--- src/rtl/stream_fifo_pkg.sv ---
// Shared defaults and sizing helper for the stream FIFO slice.
package stream_fifo_pkg;

    localparam int unsigned DEFAULT_WIDTH = 8;
    localparam int unsigned DEFAULT_DEPTH = 128;

    // One extra pointer bit tells full apart from empty when the low bits match.
    function automatic int unsigned ptr_width(input int unsigned depth);
        return $clog2(depth) + 1;
    endfunction

endpackage

--- src/rtl/stream_fifo_if.sv ---
// Valid/ready byte-stream link; the master drives data/valid and the slave drives ready.
interface stream_fifo_if
    import stream_fifo_pkg::*;
#(
    parameter int unsigned WIDTH = DEFAULT_WIDTH
);

    logic [WIDTH-1:0] data;
    logic             valid;
    logic             ready;

    modport master (output data, output valid, input ready);
    modport slave  (input data, input valid, output ready);

endinterface

--- src/rtl/stream_fifo_ram.sv ---
// DEPTH x WIDTH storage: one synchronous write port and one asynchronous read port.
module stream_fifo_ram #(
    parameter int unsigned WIDTH  = 8,
    parameter int unsigned DEPTH  = 128,
    parameter int unsigned ADDR_W = $clog2(DEPTH)
) (
    input  logic              clk,
    input  logic              we,
    input  logic [ADDR_W-1:0] waddr,
    input  logic [WIDTH-1:0]  wdata,
    input  logic [ADDR_W-1:0] raddr,
    output logic [WIDTH-1:0]  rdata
);

    logic [WIDTH-1:0] mem [DEPTH];

    always_ff @(posedge clk) begin
        if (we) begin
            mem[waddr] <= wdata;
        end
    end

    assign rdata = mem[raddr];

endmodule

--- src/rtl/stream_fifo.sv ---
// First-word-fall-through valid/ready FIFO buffering the decoder's host message streams.
module stream_fifo
    import stream_fifo_pkg::*;
#(
    parameter int unsigned WIDTH = DEFAULT_WIDTH,
    parameter int unsigned DEPTH = DEFAULT_DEPTH
) (
    input  logic            clk,
    input  logic            reset,
    stream_fifo_if.slave    in_s,
    stream_fifo_if.master   out_m
);

    localparam int unsigned ADDR_W = $clog2(DEPTH);
    localparam int unsigned PTR_W  = ptr_width(DEPTH);

    logic [PTR_W-1:0] wr_ptr;
    logic [PTR_W-1:0] rd_ptr;
    logic [WIDTH-1:0] rd_data;
    logic             full_c;
    logic             empty_c;
    logic             push_c;
    logic             pop_c;

    // Flags come only from registered pointers, so no input combinationally reaches the other side.
    assign empty_c = (wr_ptr == rd_ptr);
    assign full_c  = (wr_ptr[ADDR_W-1:0] == rd_ptr[ADDR_W-1:0]) &&
                     (wr_ptr[ADDR_W] != rd_ptr[ADDR_W]);

    // Ready is held low for as long as reset is asserted.
    assign in_s.ready  = reset && !full_c;
    assign out_m.valid = !empty_c;
    assign out_m.data  = empty_c ? '0 : rd_data;

    assign push_c = in_s.valid && in_s.ready;
    assign pop_c  = out_m.valid && out_m.ready;

    always_ff @(posedge clk or negedge reset) begin
        if (!reset) begin
            wr_ptr <= '0;
            rd_ptr <= '0;
        end else begin
            if (push_c) begin
                wr_ptr <= wr_ptr + PTR_W'(1);
            end
            if (pop_c) begin
                rd_ptr <= rd_ptr + PTR_W'(1);
            end
        end
    end

    stream_fifo_ram #(
        .WIDTH  (WIDTH),
        .DEPTH  (DEPTH),
        .ADDR_W (ADDR_W)
    ) u_ram (
        .clk   (clk),
        .we    (push_c),
        .waddr (wr_ptr[ADDR_W-1:0]),
        .wdata (in_s.data),
        .raddr (rd_ptr[ADDR_W-1:0]),
        .rdata (rd_data)
    );

endmodule

--- src/flat_wrapper.sv ---
// flat-port wrapper written by rule: the top's interface ports become plain ports
module stream_fifo_flat import stream_fifo_pkg::*;
#(
    parameter int unsigned WIDTH = DEFAULT_WIDTH,
    parameter int unsigned DEPTH = DEFAULT_DEPTH
)
  (clk, reset, in_s_data, in_s_valid, in_s_ready, out_m_data, out_m_valid, out_m_ready);
  stream_fifo_if #(.WIDTH(WIDTH)) in_s_i ();
  stream_fifo_if #(.WIDTH(WIDTH)) out_m_i ();
  input  logic clk;
  input  logic reset;
  input wire logic [$bits(in_s_i.data)-1:0] in_s_data;
  input wire logic [$bits(in_s_i.valid)-1:0] in_s_valid;
  output wire logic [$bits(in_s_i.ready)-1:0] in_s_ready;
  output wire logic [$bits(out_m_i.data)-1:0] out_m_data;
  output wire logic [$bits(out_m_i.valid)-1:0] out_m_valid;
  input wire logic [$bits(out_m_i.ready)-1:0] out_m_ready;
  assign in_s_i.data = in_s_data;
  assign in_s_i.valid = in_s_valid;
  assign in_s_ready = in_s_i.ready;
  assign out_m_data = out_m_i.data;
  assign out_m_valid = out_m_i.valid;
  assign out_m_i.ready = out_m_ready;
  stream_fifo #(.WIDTH(WIDTH), .DEPTH(DEPTH)) u_core (.clk(clk), .reset(reset), .in_s(in_s_i), .out_m(out_m_i));
endmodule
--- config.mk ---
export PLATFORM = sky130hd
export DESIGN_NAME = stream_fifo_flat
export DESIGN_NICKNAME = d
export VERILOG_FILES = /design/src/rtl/stream_fifo_pkg.sv /design/src/rtl/stream_fifo_if.sv /design/src/rtl/stream_fifo_ram.sv /design/src/rtl/stream_fifo.sv /design/src/flat_wrapper.sv
export SDC_FILE = /design/constraint.sdc
export NUM_CORES = 1
export LEC_CHECK = 0
export CAP_MARGIN = 10
export CORE_AREA = 10 10 385 387
export CTS_BUF_LIST = sky130_fd_sc_hd__clkbuf_2
export CTS_CLUSTER_DIAMETER = 80
export DETAILED_ROUTE_END_ITERATION = 12
export DIE_AREA = 0 0 395 397
export GPL_ROUTABILITY_DRIVEN = 0
export PLACE_DENSITY_LB_ADDON = 0.3
export SYNTH_ARGS = -nofsm -noshare
export SYNTH_HDL_FRONTEND = slang
export SYNTH_HIERARCHICAL = 1
export SYNTH_SLANG_ARGS = --single-unit
--- constraint.sdc ---
create_clock -name clk -period 4.6 [get_ports clk]
set_clock_uncertainty 0.15 [all_clocks]
set_input_delay 0.46 -clock clk [delete_from_list [all_inputs] [get_ports clk]]
set_output_delay 0.46 -clock clk [all_outputs]
set_load 0.05 [all_outputs]
==> flow_metrics.tcl, run 1 <==
set metrics [dict create \
    rows 138 \
    reg2reg_depth 14 \
    antenna_found_initial 9 \
    leakage_nw 15.3 \
    syn_nets 1722 \
    h-tree-depth 5 \
    hold_viol 0 \
    ys_types 29 \
    grt_pass1_vias 21300 \
    drt_iter0_drc 1720 \
    drv_cap 0 \
    yosysMostFrequentCell "edfxtp_1" \
    cts_buffer_depth 4 \
    cts_buffers 281 \
    worstSetupPathType "reg2out" \
    power.density_nw_per_um2 549 \
    via_per_inst 4.75 \
    hp-class "in2reg" \
    crit_end "out_m_data[6]" \
    cts_tree "done" \
    synth_top_cell_by_area "edfxtp_1" \
    netlist_instances 1708 \
    cp.depth 8 \
    avgSynthCellArea_um2 23.7 \
    drive_gt1_share_pct 43.1 \
    cts_num_sinks 1040 \
    crit_arrival_ns 4.70 \
    final_antenna_net_count 0 \
    drc_errors 0 \
    worstReg2RegStart "u_core/rd_ptr[0]" \
    synth_warnings 6 \
    violations "negative setup slack" \
    ys_ff_latch 1040 \
    period_share_pct 115 \
    finalSetupViolCount 8 \
    tightest_slew_ns 1.09 \
    ir_drop_mv 0.860 \
    numPortBuffers 21 \
    die_h_um 397 \
    slew_viol_final 0 \
    end_kind "output pin" \
    clockRootBuffer "clkbuf_2" \
    crit_chain "buf_6, buf_16, mux4_2, mux4_2, mux4_2, mux2_4, and2_4, buf_12" \
    nNetsFinal 2181 \
    path_delay_family "multiplexers" \
    crit_buf_inv 3 \
    synth.top_cells.by_area "edfxtp_1, mux4_2, nor2_1" \
    ys_async_sr_fraction_pct 1.54 \
    path_clk_slew_ns 0.09 \
    cp_slowest_cell "mux4_2" \
    wl_mm 104 \
    core_um2 141000 \
    netlist_area_um2 40400 \
    holdWs_ns 0.290 \
    die_x_um 395 \
    crit_fanout 14 \
    synth_enable_flop_cells 1024 \
    wire_per_inst_um 24.7 \
    insertion_delay_ns 1.46 \
    io_pins 22 \
    ys_top_cells_by_count "edfxtp_1, mux4_2, nor2_1" \
    drtPass1Iterations 5 \
    start_kind "register" \
    max_freq_ghz 0.188 \
    crit_start "u_core/rd_ptr[0]" \
    path_common_cell "mux4_2" \
    worstReg2RegEnd "u_core/u_ram/mem[46][1]" \
    start_util_pct 28.7 \
    slowest_delay_ns 0.59 \
    setup_slack_ns -0.712 \
    grt_max_degree 70 \
    slew_headroom_pct 27.2 \
    rsz0062_at_grt "yes" \
    synth_top_area_share_pct 76.1 \
    dp_worst_setup_slack_ns 0.548 \
    rrSetupSlack_ns 0.50 \
    via_count 20000 \
    dp_cells 3705 \
    hpwl_mm 61.8 \
    fin_tns_setup_ns -5.35 \
    grt_pass1_wl_mm 151 \
    status "finished, violations left" \
    ys_seq_area_share_pct 77.1 \
    dieArea_um2 157000 \
    gr-usage-all-layers_pct 13.2 \
    areaGrowthSynthToFinish_pct 17.6 \
    gr-total-overflow 0 \
    synthFlopType "edfxtp_1" \
    crit_required_ns 3.99 \
    post-route-min-period_ns 5.31 \
    stdcell_count 4219 \
]
[state kept, by name, summed over array words and instances (netlist names)]
| signal | count |
|---|---|
| u_core/rd_ptr | 8 |
| u_core/wr_ptr | 8 |
| u_core/u_ram/mem | 1024 |
[routing by layer]
metal  wire length, um  global-route usage, %  up-vias
li1                  -                      -     8378
met1             43500                   17.2    10700
met2             50700                   21.0      824
met3              8140                   4.05      153
met4              2020                   3.92        0
met5                 0                      0        -
[stage by stage]
stage          power, mW  utilization, %  area, um^2
2_1_floorplan       16.3               -       40400
3_3_place_gp        19.3            31.4       44100
3_5_place_dp        19.3            31.4       44100
4_1_cts             26.4            33.7       47400
5_1_grt             27.4            33.8       47500
6_report            26.1            33.8       47500
[power breakdown]
part	switching, mW	leakage, nW	internal [mW]
combinational	4.66	4.17	4.75
sequential	0.207	9.40	10.5
clock	3.56	1.75	2.41
total	8.43	15.3	17.7
[logic make-up after synthesis]
kind of cell	Yosys count	share of synthesized area, %
flip-flops	1040	77.1
multiplexers	346	19.0
AND/OR/NAND/NOR	207	2.35
buffers and inverters	91	1.02
XOR/XNOR	22	0.477
adder cells (fa/ha/maj)	2	0.0619
[area by class of cell]
type	count	area, um^2
Sequential cell	1040	31200
Antenna cell	7	17.5
Fill cell	13300	93000
Clock buffer	376	1880
Clock inverter	62	352
Tap cell	1890	2360
Inverter	1	3.75
Timing Repair Buffer	266	2860
Multi-Input combinational cell	577	8900
[placed cells by master, fill, tap and decap left out, types with 6 or more instances in the layout]
cell type      count
and2_4             9
and3_1             8
buf_12            18
buf_16            20
buf_4            182
buf_6             11
clkbuf_2         376
clkinv_1          42
clkinv_2          11
dfrtp_1           12
diode_2            7
dlygate4sd3_1     20
edfxtp_1        1024
mux2_4             6
mux4_2           336
nand2_1           16
nand3_1           19
nand4_1            7
nor2_1           123
nor2b_1            7
nor3_1             9
xnor2_1           16
xor2_1             6
[repair_timing]
| action | CTS | global route |
|---|---|---|
| hold endpoints to repair | 1060 | 0 |
| cloned | 7 | 4 |
| endpoints found under the setup margin | 10 | 9 |
| hold buffers | 27 | 0 |
| resized for setup | 55 | 10 |
| pin swaps | 1 | 2 |
| setup buffers | 24 | 8 |
[worst register-to-register path, delay by kind of cell (launching register included)]
family / cells / cell delay [ns]
xor+xnor: 1 / 0.41
buf+inv: 7 / 1.40
flops: 1 / 0.51
simple gates: 6 / 1.26
[worst min-delay path by stage]
stage                startpoint                to  slack [ns]  depth (start not counted)
2_1_floorplan             reset  u_core/rd_ptr[0]        0.01                          0
3_3_place_gp   u_core/rd_ptr[7]  u_core/rd_ptr[7]        0.34                          1
3_5_place_dp   u_core/wr_ptr[7]  u_core/wr_ptr[7]        0.35                          1
4_1_cts             out_m_ready  u_core/rd_ptr[4]        0.02                          4
5_1_grt             out_m_ready  u_core/rd_ptr[4]        0.06                          4
6_report            out_m_ready  u_core/rd_ptr[4]        0.29                          4
Note: power is estimated with default switching activity, not from simulation.
==> inputs of run 2 (changes only) <==
--- a/config.mk
+++ b/config.mk
@@ -8,10 +8,9 @@
 export CAP_MARGIN = 10
 export CORE_AREA = 10 10 385 387
 export CTS_BUF_LIST = sky130_fd_sc_hd__clkbuf_2
-export CTS_CLUSTER_DIAMETER = 80
+export CTS_CLUSTER_DIAMETER = 150
 export DETAILED_ROUTE_END_ITERATION = 12
 export DIE_AREA = 0 0 395 397
-export GPL_ROUTABILITY_DRIVEN = 0
 export PLACE_DENSITY_LB_ADDON = 0.3
 export SYNTH_ARGS = -nofsm -noshare
 export SYNTH_HDL_FRONTEND = slang
==> results of run 2 <==
Final layout, timing and power as in run 1 (identical DEF).
